--- src/rtl/stream_pkg.sv ---
// Shared types and helpers for the nibble stream pack/unpack path.
// Latency: none (types, constants and a combinational helper only).
// Backpressure: n/a.
package stream_pkg;

  typedef enum logic {COLLECT, HOLD} unpack_state_t;

  localparam int DEF_DATA_W  = 4;
  localparam int DEF_SLICE_W = 2;

  // Widest word rot_undo can handle; callers zero-extend narrower words.
  localparam int ROT_MAX_W = 64;
  localparam int ROT_IDX_W = 6;

  // Undo a rotation on the low w bits of word.
  // dir = 0 undoes a left rotate (rotate right), dir = 1 undoes a right
  // rotate (rotate left). The amount is taken mod w, so 0 and w both pass.
  function automatic logic [ROT_MAX_W-1:0] rot_undo(
    input logic [ROT_MAX_W-1:0] word,
    input int unsigned          amt,
    input logic                 dir,
    input int unsigned          w
  );
    logic [ROT_MAX_W-1:0] res;
    int unsigned          a;
    int unsigned          src;
    res = '0;
    a   = amt % w;
    for (int unsigned i = 0; i < ROT_MAX_W; i++) begin
      if (i < w) begin
        src = dir ? ((i + w - a) % w) : ((i + a) % w);
        res[i[ROT_IDX_W-1:0]] = word[src[ROT_IDX_W-1:0]];
      end
    end
    return res;
  endfunction

endpackage

--- src/rtl/stream_out_reg.sv ---
// Output holding register for the unpacker: one word plus its short flag.
// Latency: word visible the cycle after load; leaves on out_valid && out_ready.
// Backpressure: holds data stable while out_ready is low; the caller only
// loads when the register is empty or being drained the same cycle.
//
// Ports:
//   clk, rst            clock and async active-high reset
//   load                a completed word is presented this cycle
//   load_data/short     the completed word and its short flag
//   out_valid/ready     downstream handshake
//   out_data/short      held word and short flag
module stream_out_reg
  import stream_pkg::*;
#(
  parameter int DATA_W = DEF_DATA_W
) (
  input  logic              clk,
  input  logic              rst,
  input  logic              load,
  input  logic [DATA_W-1:0] load_data,
  input  logic              load_short,
  input  logic              out_ready,
  output logic              out_valid,
  output logic [DATA_W-1:0] out_data,
  output logic              out_short
);

  unpack_state_t state;
  unpack_state_t state_nxt;

  always_ff @(posedge clk or posedge rst) begin
    if (rst) begin
      state <= COLLECT;
    end else begin
      state <= state_nxt;
    end
  end

  always_comb begin
    state_nxt = state;
    case (state)
      COLLECT: begin
        if (load) state_nxt = HOLD;
      end
      HOLD: begin
        // A load here always coincides with the held word leaving.
        if (load)           state_nxt = HOLD;
        else if (out_ready) state_nxt = COLLECT;
      end
      default: state_nxt = COLLECT;
    endcase
  end

  assign out_valid = (state == HOLD);

  always_ff @(posedge clk or posedge rst) begin
    if (rst) begin
      out_data  <= '0;
      out_short <= 1'b0;
    end else if (load) begin
      out_data  <= load_data;
      out_short <= load_short;
    end
  end

endmodule

--- src/rtl/stream_unpacker.sv ---
// Reassembles SLICE_W-bit chunks into DATA_W-bit words, optionally reversing
// slice order and undoing a rotation. Latency: word valid one cycle after the
// completing chunk. Backpressure: only a completing chunk stalls, and only
// while the held output word is not being taken.
//
// Ports:
//   clk, rst                          clock and async active-high reset
//   in_valid/in_ready/in_data/in_last chunk input; in_last ends a word early
//   cfg_rev/cfg_rot/cfg_dir           per-word config, sampled on chunk 0
//   out_valid/out_ready/out_data      word output
//   out_short                         word ended by in_last, missing slices zero
module stream_unpacker
  import stream_pkg::*;
#(
  parameter int DATA_W  = DEF_DATA_W,
  parameter int SLICE_W = DEF_SLICE_W
) (
  input  logic              clk,
  input  logic              rst,
  input  logic              in_valid,
  output logic              in_ready,
  input  logic [SLICE_W-1:0] in_data,
  input  logic              in_last,
  input  logic              cfg_rev,
  input  logic [((DATA_W > 1) ? $clog2(DATA_W) : 1)-1:0] cfg_rot,
  input  logic              cfg_dir,
  output logic              out_valid,
  input  logic              out_ready,
  output logic [DATA_W-1:0] out_data,
  output logic              out_short
);

  localparam int NCH   = DATA_W / SLICE_W;
  localparam int ROT_W = (DATA_W > 1) ? $clog2(DATA_W) : 1;
  localparam int CNT_W = (NCH > 1) ? $clog2(NCH) : 1;
  localparam logic [CNT_W-1:0] LAST_CNT = CNT_W'(NCH - 1);

  logic [CNT_W-1:0]  count;
  logic [DATA_W-1:0] asm_q;
  logic              cap_rev;
  logic [ROT_W-1:0]  cap_rot;
  logic              cap_dir;

  logic              eff_rev;
  logic [ROT_W-1:0]  eff_rot;
  logic              eff_dir;
  logic              completing;
  logic              accept;
  logic              done;
  logic [CNT_W-1:0]  pos;
  logic [DATA_W-1:0] placed;
  logic [ROT_MAX_W-1:0] rot_in;
  logic [ROT_MAX_W-1:0] rot_out;
  logic [DATA_W-1:0] word_fin;
  logic              word_short;

  // Chunk 0 uses the live config so the very first slice is placed correctly;
  // later chunks use the copy captured with it.
  assign eff_rev = (count == '0) ? cfg_rev : cap_rev;
  assign eff_rot = (count == '0) ? cfg_rot : cap_rot;
  assign eff_dir = (count == '0) ? cfg_dir : cap_dir;

  assign completing = (count == LAST_CNT) || in_last;

  // Only a word-completing chunk needs the output register to have room.
  assign in_ready = !(completing && out_valid && !out_ready);
  assign accept   = in_valid && in_ready;
  assign done     = accept && completing;

  // Slice index: forward order fills from the MSB slice down.
  assign pos = eff_rev ? count : (LAST_CNT - count);

  always_comb begin
    placed = asm_q;
    for (int k = 0; k < NCH; k++) begin
      if (CNT_W'(k) == pos) placed[k*SLICE_W +: SLICE_W] = in_data;
    end
  end

  assign rot_in   = ROT_MAX_W'(placed);
  assign rot_out  = rot_undo(rot_in, 32'(eff_rot), eff_dir, DATA_W);
  assign word_fin = rot_out[DATA_W-1:0];

  // in_last on the final chunk is an ordinary completion.
  assign word_short = in_last && (count != LAST_CNT);

  always_ff @(posedge clk or posedge rst) begin
    if (rst) begin
      count   <= '0;
      asm_q   <= '0;
      cap_rev <= 1'b0;
      cap_rot <= '0;
      cap_dir <= 1'b0;
    end else if (accept) begin
      if (count == '0) begin
        cap_rev <= cfg_rev;
        cap_rot <= cfg_rot;
        cap_dir <= cfg_dir;
      end
      if (completing) begin
        count <= '0;
        asm_q <= '0;
      end else begin
        count <= count + CNT_W'(1);
        asm_q <= placed;
      end
    end
  end

  stream_out_reg #(
    .DATA_W(DATA_W)
  ) u_out (
    .clk       (clk),
    .rst       (rst),
    .load      (done),
    .load_data (word_fin),
    .load_short(word_short),
    .out_ready (out_ready),
    .out_valid (out_valid),
    .out_data  (out_data),
    .out_short (out_short)
  );

endmodule

--- config.mk ---
export PLATFORM = sky130hd
export DESIGN_NAME = stream_unpacker
export DESIGN_NICKNAME = d
export VERILOG_FILES = /design/src/rtl/stream_pkg.sv /design/src/rtl/stream_out_reg.sv /design/src/rtl/stream_unpacker.sv
export SDC_FILE = /design/constraint.sdc
export NUM_CORES = 1
export LEC_CHECK = 0
export CAP_MARGIN = 5
export CORE_ASPECT_RATIO = 1.2
export CORE_MARGIN = 2
export CORE_UTILIZATION = 52
export CTS_CLUSTER_DIAMETER = 100
export CTS_CLUSTER_SIZE = 16
export DETAILED_ROUTE_END_ITERATION = 16
export PLACE_DENSITY_LB_ADDON = 0.1
export SLEW_MARGIN = 40
export SYNTH_ARGS = -nofsm -noshare
export SYNTH_HDL_FRONTEND = slang
export SYNTH_SLANG_ARGS = --single-unit
--- constraint.sdc ---
create_clock -name clk -period 4.3 [get_ports clk]
set_input_delay 0.86 -clock clk [delete_from_list [all_inputs] [get_ports clk]]
set_output_delay 0.86 -clock clk [all_outputs]
set_load 0.03 [all_outputs]
==> results of run 1 <==
## metrics by stage
step                setup slack (ns)  hold slack [ns]  instance area, um^2  instances
floorplan                       2.07            0.487                  837         79
global placement                1.12            0.509                 1020        112
detailed placement              1.09            0.517                 1020        112
CTS                             1.09            0.545                 1040        116
global route                    1.00            0.563                 1040        116
finish                          1.09            0.539                 1040        116
## final cells by class
class	instances	area (um^2)	share of cell area
inverter	1	3.75	0.00360
timing repair buffer	17	170	0.163
clock buffer	4	26.3	0.0252
multi-input combinational	62	447	0.428
tap	17	21.3	0.0204
sequential	15	375	0.360
## state kept, by name, summed over array words and instances (netlist names)
register	count
count	1
cap_dir	1
u_out.out_valid	1
u_out.out_data	4
cap_rot	2
u_out.out_short	1
cap_rev	1
asm_q	4
## kinds of logic after synthesis
logic type      Yosys count  share of synthesized area
simple gates             21                      0.109
mux                      20                      0.259
compound gates           17                      0.124
flops                    15                      0.448
xor+xnor                  4                     0.0419
buf+inv                   2                     0.0179
## placed cells by master, fill, tap and decap left out
master and count:
sky130_fd_sc_hd__mux2i_4 1, sky130_fd_sc_hd__mux2_2 3, sky130_fd_sc_hd__a21oi_1 7, sky130_fd_sc_hd__or2_2 1, sky130_fd_sc_hd__inv_1 1, sky130_fd_sc_hd__clkdlybuf4s50_1 17
sky130_fd_sc_hd__nor2b_1 2, sky130_fd_sc_hd__and2_1 1, sky130_fd_sc_hd__a22o_1 4, sky130_fd_sc_hd__dfrtp_1 15, sky130_fd_sc_hd__xor2_1 2, sky130_fd_sc_hd__clkbuf_4 3
sky130_fd_sc_hd__mux2i_1 16, sky130_fd_sc_hd__a21o_2 1, sky130_fd_sc_hd__o21ai_1 1, sky130_fd_sc_hd__nand2_1 6, sky130_fd_sc_hd__nand2b_1 1, sky130_fd_sc_hd__clkbuf_1 1
sky130_fd_sc_hd__nor2_1 10, sky130_fd_sc_hd__xnor2_1 2, sky130_fd_sc_hd__o21ai_0 4
## metal layers
metal | part of all wire | track usage | up-vias
li1 | - | - | 319
met5 | 0 | 0 | -
met2 | 0.54 | 0.390 | 11
met4 | 0.013 | 0.100 | 0
met1 | 0.40 | 0.217 | 322
met3 | 0.038 | 0.0558 | 3
## worst reg2reg max path, cell delays in order (launching register included)
cell,delay [ns]
sky130_fd_sc_hd__dfrtp_1,0.61
sky130_fd_sc_hd__mux2i_4,0.46
sky130_fd_sc_hd__mux2i_1,0.27
sky130_fd_sc_hd__mux2i_1,0.12
sky130_fd_sc_hd__mux2i_1,0.16
sky130_fd_sc_hd__a21oi_1,0.09
## synthesized netlist by cell type, drive strengths merged
library cell  number
mux2i             17
dfrtp             15
nor2              10
a21oi              7
nand2              6
o21ai              5
a22o               4
mux2               3
nor2b              2
xnor2              2
xor2               2
a21o               1
and2               1
buf                1
inv                1
nand2b             1
or2                1
## power by group through the flow
stage / Sequential [mW] / Combinational, mW / Clock [mW]
6_report: 0.201 / 0.205 / 0.0816
5_1_grt: 0.206 / 0.221 / 0.0880
3_3_place_gp: 0.201 / 0.201 / 0
2_1_floorplan: 0.231 / 0.110 / 0
3_5_place_dp: 0.204 / 0.206 / 0
4_1_cts: 0.201 / 0.208 / 0.0836
## final timing paths
kind,endpoint,depth (start not counted)
setup / recovery,in_ready,4
setup reg to reg,u_out.out_data[1],5
hold reg to reg,asm_q[1],1
min in group asynchronous,u_out.out_data[2],2
hold / removal,asm_q[1],1
max in group asynchronous,cap_rev,2
==> flow_metrics.py, run 1 <==
metrics = {
    "floorplan": {
        "floorplan.die_area_mm2": 0.00195,
        "die_x_um": 40.6,
        "floorplan.rows": 15,
        "floorplan.core_area_mm2": 0.00146,
        "num_io_pins": 18,
        "die_h_um": 48.0,
        "effective_utilization_at_floorplan": 0.572,
    },
    "global_route": {
        "vias_in_the_first_global_route": 652,
        "grt_first_pass_wirelength_mm": 2.64,
        "grt-ovfl-total": 0,
        "initial_antenna_violation_count": 0,
        "grt_start_max_net_pins": 16,
        "grt_util_all_layers": 0.213,
    },
    "status": {
        "outcome": "completed",
    },
    "cts": {
        "cts_hold_repair.buffers": 0,
        "cts_tree": "done",
        "clock_latency_on_the_worst_skew_pair_ns": 0.29,
        "cts_resized": 0,
        "post-cts-setup-buffers": 0,
        "cts_max_level": 1,
        "cts_root_buffer": "sky130_fd_sc_hd__clkbuf_4",
        "cts_max_path_buffers": 2,
        "cts.clk_slew.worst_paths_ns": 0.08,
        "cts_inserted_buffers": 3,
        "cts.sink_count": 15,
    },
    "critical_path": {
        "crit-reg2reg-launch": "count",
        "worst_setup_path_startpoint": "in_last",
        "timing.critical_path.cells": "clkdlybuf4s50_1 -> nor2_1 -> or2_2 -> clkdlybuf4s50_1",
        "cp_max_fo": 5,
        "arrival_ns": 2.35,
        "max_stage_delay_ns": 0.60,
        "timing.critical_path.required_ns": 3.44,
        "crit_buf_inv": 2,
        "worstSetupEndpointType": "primary output",
        "critical_path.most_common_cell": "sky130_fd_sc_hd__clkdlybuf4s50_1",
        "setup.reg_to_reg.worst_slack_ns": 2.46,
        "critPathTopFamily": "buffers and inverters",
        "crit_type": "input port to primary output",
        "setup.worst_path.start_class": "input port",
        "timing.critical_path.slowest_stage_cell": "sky130_fd_sc_hd__clkdlybuf4s50_1",
    },
    "finish": {
        "final_util": 0.713,
        "design.final.nets": 111,
        "area_growth_syn_to_layout_pct": 24.7,
        "antenna-diode-count": 0,
        "fillCellCount": 118,
        "proportion_of_layout_cells_with_a_drive_suffix_above_1": 0.0909,
    },
    "drt": {
        "drc_errors": 0,
        "iteration_count_of_the_initial_detailed_routing_pass": 2,
        "drt-vias-per-instance": 5.65,
        "route.final.wire_length_mm": 1.71,
        "post_drt_wl_per_cell_um": 14.7,
        "drt-initial-drc-count": 2,
        "drt.antenna.violating_nets": 0,
        "vias": 655,
    },
    "pwr": {
        "sw_frac_of_total": 0.370,
        "switching_power_uw": 180,
        "combinationalPowerShare": 0.421,
        "worst_ir_drop_vdd_mv": 0.324,
        "intPower_uw": 307,
        "power-per-cell-area_mw_per_mm2": 467,
        "design_power_total_uw": 487,
        "seq_power_share": 0.412,
        "power.leakage_nw": 0.469,
        "p_clk_frac": 0.168,
    },
    "sta": {
        "achievable-frequency_ghz": 0.311,
        "period_minus_slack_ns": 3.21,
        "final_min_period_over_clock_period": 0.747,
        "timing.slew.headroom": 0.612,
        "setup_tns_final_ns": 0,
        "slew_violations": 0,
        "report.final.hold_viol_count": 0,
        "least_margin_pin_slew_ns": 0.581,
        "rsz_0062_raised_after_global_routing": "no",
        "skew_ns": 0.00657,
        "finalSetupViolCount": 0,
    },
    "logic_synthesis": {
        "synth.top_cell.area_share": 0.448,
        "synth_area_leaders": "sky130_fd_sc_hd__dfrtp_1, sky130_fd_sc_hd__mux2i_1, sky130_fd_sc_hd__nor2_1",
        "synthesis_stage_register_bit_count": 15,
        "synth_top_area_cell": "sky130_fd_sc_hd__dfrtp_1",
        "post_synth.cell_area_avg_um2": 10.6,
        "synth_cell_types": 19,
        "synthesis.area_um2": 837,
        "synth_sequential_area_ratio": 0.448,
        "synthesized_nets": 90,
        "synth_cells": 79,
        "yosys_warnings": 0,
    },
    "placement": {
        "place.port_buffers": 17,
        "gp_congestion": 0.697,
        "place.detailed.hpwl_mm": 1.36,
    },
    "flow_run": {
        "drv_cap": 0,
    },
    "min_path": {
        "hold_path_class": "register to register",
        "worst_hold_startpoint": "asm_q[1]",
    },
}
Note: power is estimated with default switching activity, not from simulation.
==> run 2, diff against run 1 <==
--- a/config.mk
+++ b/config.mk
@@ -8,7 +8,7 @@
 export CAP_MARGIN = 5
 export CORE_ASPECT_RATIO = 1.2
 export CORE_MARGIN = 2
-export CORE_UTILIZATION = 52
+export CORE_UTILIZATION = 44
 export CTS_CLUSTER_DIAMETER = 100
 export CTS_CLUSTER_SIZE = 16
 export DETAILED_ROUTE_END_ITERATION = 16
==> constraint.sdc (replaced) <==
create_clock -name clk -period 2.6 [get_ports clk]
set_input_delay 0.52 -clock clk [delete_from_list [all_inputs] [get_ports clk]]
set_output_delay 0.52 -clock clk [all_outputs]
set_load 0.03 [all_outputs]
==> flow_metrics.py, run 2 (same netlist as run 1, synthesis figures left out) <==
metrics = {
    "cts": {
        "cts_max_level": 1,
        "post-cts-setup-buffers": 0,
        "cts_max_path_buffers": 2,
        "cts_root_buffer": "sky130_fd_sc_hd__clkbuf_4",
        "cts_inserted_buffers": 3,
        "cts_tree": "done",
        "cts_resized": 0,
        "cts.clk_slew.worst_paths_ns": 0.09,
        "cts_hold_repair.buffers": 0,
        "clock_latency_on_the_worst_skew_pair_ns": 0.28,
        "cts.sink_count": 15,
    },
    "placement": {
        "place.detailed.hpwl_mm": 1.26,
        "gp_congestion": 0.731,
        "dp.cells": 115,
        "place.port_buffers": 17,
    },
    "drt": {
        "route.final.wire_length_mm": 1.62,
        "iteration_count_of_the_initial_detailed_routing_pass": 4,
        "drt.antenna.violating_nets": 0,
        "drt-vias-per-instance": 5.34,
        "drt-initial-drc-count": 9,
        "vias": 636,
        "post_drt_wl_per_cell_um": 13.6,
        "drc_errors": 0,
    },
    "sta": {
        "slew_violations": 0,
        "report.final.hold_viol_count": 0,
        "achievable-frequency_ghz": 0.399,
        "setup_tns_final_ns": 0,
        "rsz_0062_raised_after_global_routing": "no",
        "finalSetupViolCount": 0,
        "least_margin_pin_slew_ns": 0.582,
        "skew_ns": 0.00760,
        "final_min_period_over_clock_period": 0.963,
        "timing.slew.headroom": 0.612,
        "period_minus_slack_ns": 2.50,
    },
    "finish": {
        "fillCellCount": 157,
        "design.final.nets": 112,
        "layoutNonFillerInstCount": 119,
        "final_common_cell": "sky130_fd_sc_hd__clkdlybuf4s50_1",
        "sequential_cell_area_um2": 375,
        "antenna-diode-count": 0,
        "reg_top3": "asm_q (4), u_out.out_data (4), cap_rot (2)",
        "final_cell_mix": "sky130_fd_sc_hd__clkdlybuf4s50_1, sky130_fd_sc_hd__mux2i_1, sky130_fd_sc_hd__dfrtp_1, sky130_fd_sc_hd__nor2_1, sky130_fd_sc_hd__a21oi_1",
        "area_growth_syn_to_layout_pct": 26.2,
        "area_taken_by_multi_input_logic_gates_um2": 449,
        "proportion_of_layout_cells_with_a_drive_suffix_above_1": 0.110,
    },
    "global_route": {
        "initial_antenna_violation_count": 0,
        "grt_util_all_layers": 0.168,
        "grt-ovfl-total": 0,
        "vias_in_the_first_global_route": 625,
        "grt_first_pass_wirelength_mm": 2.78,
        "grt_start_max_net_pins": 16,
    },
    "floorplan": {
        "num_io_pins": 18,
        "floorplan.rows": 17,
        "effective_utilization_at_floorplan": 0.463,
        "die_h_um": 51.8,
        "floorplan.die_area_mm2": 0.00227,
        "die_x_um": 43.8,
        "floorplan.core_area_mm2": 0.00181,
    },
    "pwr": {
        "combinationalPowerShare": 0.430,
        "worst_ir_drop_vdd_mv": 0.490,
        "sw_frac_of_total": 0.367,
        "power.leakage_nw": 0.474,
        "seq_power_share": 0.399,
        "switching_power_uw": 296,
        "p_clk_frac": 0.171,
        "power-per-cell-area_mw_per_mm2": 764,
        "intPower_uw": 510,
    },
    "critical_path": {
        "timing.critical_path.required_ns": 2.08,
        "timing.critical_path.cells": "clkdlybuf4s50_1 -> nor2_2 -> or2_2 -> clkdlybuf4s50_1",
        "worstSetupEndpointType": "primary output",
        "cp_max_fo": 5,
        "critical_path.most_common_cell": "sky130_fd_sc_hd__clkdlybuf4s50_1",
        "arrival_ns": 1.98,
        "crit_type": "input port to primary output",
        "timing.critical_path.slowest_stage_cell": "sky130_fd_sc_hd__clkdlybuf4s50_1",
        "setup.worst_path.start_class": "input port",
        "max_stage_delay_ns": 0.60,
    },
    "min_path": {
        "hold_path_class": "register to register",
    },
    "flow_run": {
        "drv_cap": 0,
    },
    "status": {
        "outcome": "completed",
    },
}
run 2: cell count changes in the layout (fill, tap and decap cells not counted), sizes merged:
cell,previous run,this run
buf,0,1
run 2: layer usage:
layer | GRT usage | vias up | wire length, um
li1 | - | 322 | -
met1 | 0.213 | 301 | 758
met2 | 0.272 | 11 | 794
met3 | 0.0347 | 2 | 43
met4 | 0.0758 | 0 | 20
met5 | 0 | - | 0
run 2: area by class of cell:
type / instances / area share
multi-input cells: 62 / 0.425
flip-flops and latches: 15 / 0.355
repair buffers: 18 / 0.168
clock buffers: 4 / 0.0249
well taps: 19 / 0.0225
inverters: 1 / 0.00355
run 2: worst paths after layout:
kind | slack [ns] | depth (start not counted) | to | startpoint
worst max-delay path | 0.1 | 4 | in_ready | in_last
max in group asynchronous | 1.63 | 2 | cap_rev | rst
worst max register to register | 0.84 | 6 | u_out.out_data[1] | count
min in group asynchronous | 0.58 | 2 | u_out.out_data[1] | rst
worst min-delay path | 0.54 | 1 | asm_q[3] | asm_q[3]
worst min register to register | 0.54 | 1 | asm_q[3] | asm_q[3]
run 2: worst max-delay path, delay by kind of cell:
kind,cells,cell delay [ns]
buffers and inverters,2,1.10
AND/OR/NAND/NOR,2,0.37
run 2: power groups by stage:
stage	clock network, mW	registers [mW]	logic [mW]
floorplan	0	0.381	0.182
CTS	0.138	0.323	0.351
global route	0.151	0.330	0.378
detailed placement	0	0.328	0.350
global placement	0	0.326	0.346
finish	0.138	0.322	0.347
run 2: per-stage QoR:
| step | area, um^2 | hold WS [ns] | worst slack, ns | total power, mW | util |
|---|---|---|---|---|---|
| 2_1_floorplan | 837 | 0.421 | 1.05 | 0.564 | - |
| 3_3_place_gp | 1030 | 0.511 | 0.118 | 0.672 | 0.568 |
| 3_5_place_dp | 1030 | 0.512 | 0.0774 | 0.678 | 0.568 |
| 4_1_cts | 1050 | 0.537 | 0.0741 | 0.812 | 0.583 |
| 5_1_grt | 1060 | 0.548 | 0.0431 | 0.858 | 0.584 |
| 6_report | 1060 | 0.535 | 0.0964 | 0.807 | 0.584 |
==> run 3, diff against run 2 <==
--- a/config.mk
+++ b/config.mk
@@ -6,7 +6,6 @@
 export NUM_CORES = 1
 export LEC_CHECK = 0
 export CAP_MARGIN = 5
-export CORE_ASPECT_RATIO = 1.2
 export CORE_MARGIN = 2
 export CORE_UTILIZATION = 44
 export CTS_CLUSTER_DIAMETER = 100
==> flow_metrics.py, run 3 (same netlist as run 1, synthesis figures left out) <==
metrics = {
    "cts": {
        "cts_max_level": 1,
        "clock_latency_on_the_worst_skew_pair_ns": 0.28,
        "cts_root_buffer": "sky130_fd_sc_hd__clkbuf_4",
        "cts.sink_count": 15,
        "cts_inserted_buffers": 3,
        "cts.clk_slew.worst_paths_ns": 0.08,
        "post-cts-setup-buffers": 0,
        "cts_max_path_buffers": 2,
        "cts_tree": "done",
        "cts_resized": 0,
        "cts_hold_repair.buffers": 0,
    },
    "sta": {
        "least_margin_pin_slew_ns": 0.576,
        "rsz_0062_raised_after_global_routing": "no",
        "report.final.hold_viol_count": 0,
        "finalSetupViolCount": 0,
        "slew_violations": 0,
        "achievable-frequency_ghz": 0.396,
        "setup_tns_final_ns": 0,
        "skew_ns": 0.00199,
        "timing.slew.headroom": 0.615,
        "period_minus_slack_ns": 2.52,
        "final_min_period_over_clock_period": 0.971,
    },
    "min_path": {
        "worstHoldPathCells": 1,
        "worst_hold_startpoint": "asm_q[1]",
        "hold_path_class": "register to register",
        "worst_hold_path.endpoint": "asm_q[1]",
    },
    "global_route": {
        "grt_start_max_net_pins": 16,
        "vias_in_the_first_global_route": 628,
        "grt-ovfl-total": 0,
        "grt_util_all_layers": 0.166,
        "grt_first_pass_wirelength_mm": 2.59,
        "initial_antenna_violation_count": 0,
    },
    "floorplan": {
        "floorplan.die_area_mm2": 0.00227,
        "floorplan.rows": 15,
        "die_x_um": 47.6,
        "floorplan.core_area_mm2": 0.00176,
        "num_io_pins": 18,
        "effective_utilization_at_floorplan": 0.474,
        "die_h_um": 47.6,
    },
    "placement": {
        "gp_congestion": 0.789,
        "place.port_buffers": 17,
        "dp.cells": 121,
        "place.detailed.hpwl_mm": 1.25,
    },
    "flow_run": {
        "drv_cap": 0,
    },
    "critical_path": {
        "r2r.worst_path.cells": 6,
        "timing.critical_path.required_ns": 2.08,
        "worstSetupEndpointType": "primary output",
        "setup.reg_to_reg.worst_slack_ns": 0.87,
        "crit-reg2reg-launch": "count",
        "arrival_ns": 2.00,
        "worst_setup_path_startpoint": "in_last",
        "crit-reg2reg-capture": "u_out.out_data[1]",
        "cp_max_fo": 5,
        "setup.worst_path.start_class": "input port",
        "crit_type": "input port to primary output",
    },
    "pwr": {
        "power-per-cell-area_mw_per_mm2": 757,
        "intPower_uw": 510,
        "power.leakage_nw": 0.474,
        "sw_frac_of_total": 0.365,
        "seq_power_share": 0.403,
        "switching_power_uw": 293,
        "worst_ir_drop_vdd_mv": 0.475,
        "combinationalPowerShare": 0.432,
        "design_power_total_uw": 803,
        "p_clk_frac": 0.165,
    },
    "finish": {
        "area_growth_syn_to_layout_pct": 26.8,
        "final_common_cell": "sky130_fd_sc_hd__clkdlybuf4s50_1",
        "reg_top3": "asm_q (4), u_out.out_data (4), cap_rot (2)",
        "design.final.nets": 112,
        "proportion_of_layout_cells_with_a_drive_suffix_above_1": 0.100,
        "area_taken_by_multi_input_logic_gates_um2": 447,
        "layoutNonFillerInstCount": 125,
        "fillCellCount": 171,
        "sequential_cell_area_um2": 375,
        "final_cell_mix": "sky130_fd_sc_hd__clkdlybuf4s50_1, sky130_fd_sc_hd__mux2i_1, sky130_fd_sc_hd__dfrtp_1, sky130_fd_sc_hd__nor2_1, sky130_fd_sc_hd__a21oi_1",
        "antenna-diode-count": 0,
    },
    "drt": {
        "drt-initial-drc-count": 1,
        "route.final.wire_length_mm": 1.60,
        "drt-vias-per-instance": 5.08,
        "drc_errors": 0,
        "post_drt_wl_per_cell_um": 12.8,
        "vias": 635,
        "iteration_count_of_the_initial_detailed_routing_pass": 2,
        "drt.antenna.violating_nets": 0,
    },
    "status": {
        "outcome": "completed",
    },
}
-- run 3: cell counts in the layout (fill, tap and decap cells not counted) --
No cell type changed its count.
-- run 3: per-stage QoR --
step	hold WS (ns)	util	worst slack, ns	area [um^2]
CTS	0.534	0.601	0.0801	1060
detailed placement	0.505	0.587	0.0739	1030
floorplan	0.421	-	1.05	837
global placement	0.513	0.587	0.122	1030
global route	0.554	0.601	0.00184	1060
finish	0.534	0.601	0.0757	1060
-- run 3: routing by layer --
layer	vias to the layer above	wire, um	global-route usage
li1	325	-	-
met1	295	758	0.213
met2	11	754	0.268
met3	4	68	0.0566
met4	0	21	0.0486
met5	-	0	0
-- run 3: area by class of cell --
class / instances / area share
timing repair buffer: 18 / 0.167
multi-input combinational: 62 / 0.421
tap: 25 / 0.0295
inverter: 1 / 0.00354
sequential: 15 / 0.354
clock buffer: 4 / 0.0248
-- run 3: power by group through the flow --
stage / logic, mW / registers, mW / clock network [mW]
after detailed placement: 0.349 / 0.330 / 0
after floorplan: 0.182 / 0.381 / 0
final: 0.347 / 0.324 / 0.133
after global routing: 0.373 / 0.332 / 0.150
after CTS: 0.351 / 0.324 / 0.140
after global placement: 0.345 / 0.326 / 0
-- run 3: how the worst max path moves through the flow --
stage | to | cells past startpoint
finish | in_ready | 4
global route | in_ready | 4
global placement | in_ready | 4
detailed placement | in_ready | 4
CTS | in_ready | 4
floorplan | in_ready | 2
-- run 3: worst max-delay path, cell delays in order --
cell and delay (ns):
sky130_fd_sc_hd__clkdlybuf4s50_1 0.42, sky130_fd_sc_hd__nor2_1 0.23, sky130_fd_sc_hd__or2_2 0.17, sky130_fd_sc_hd__clkdlybuf4s50_1 0.66
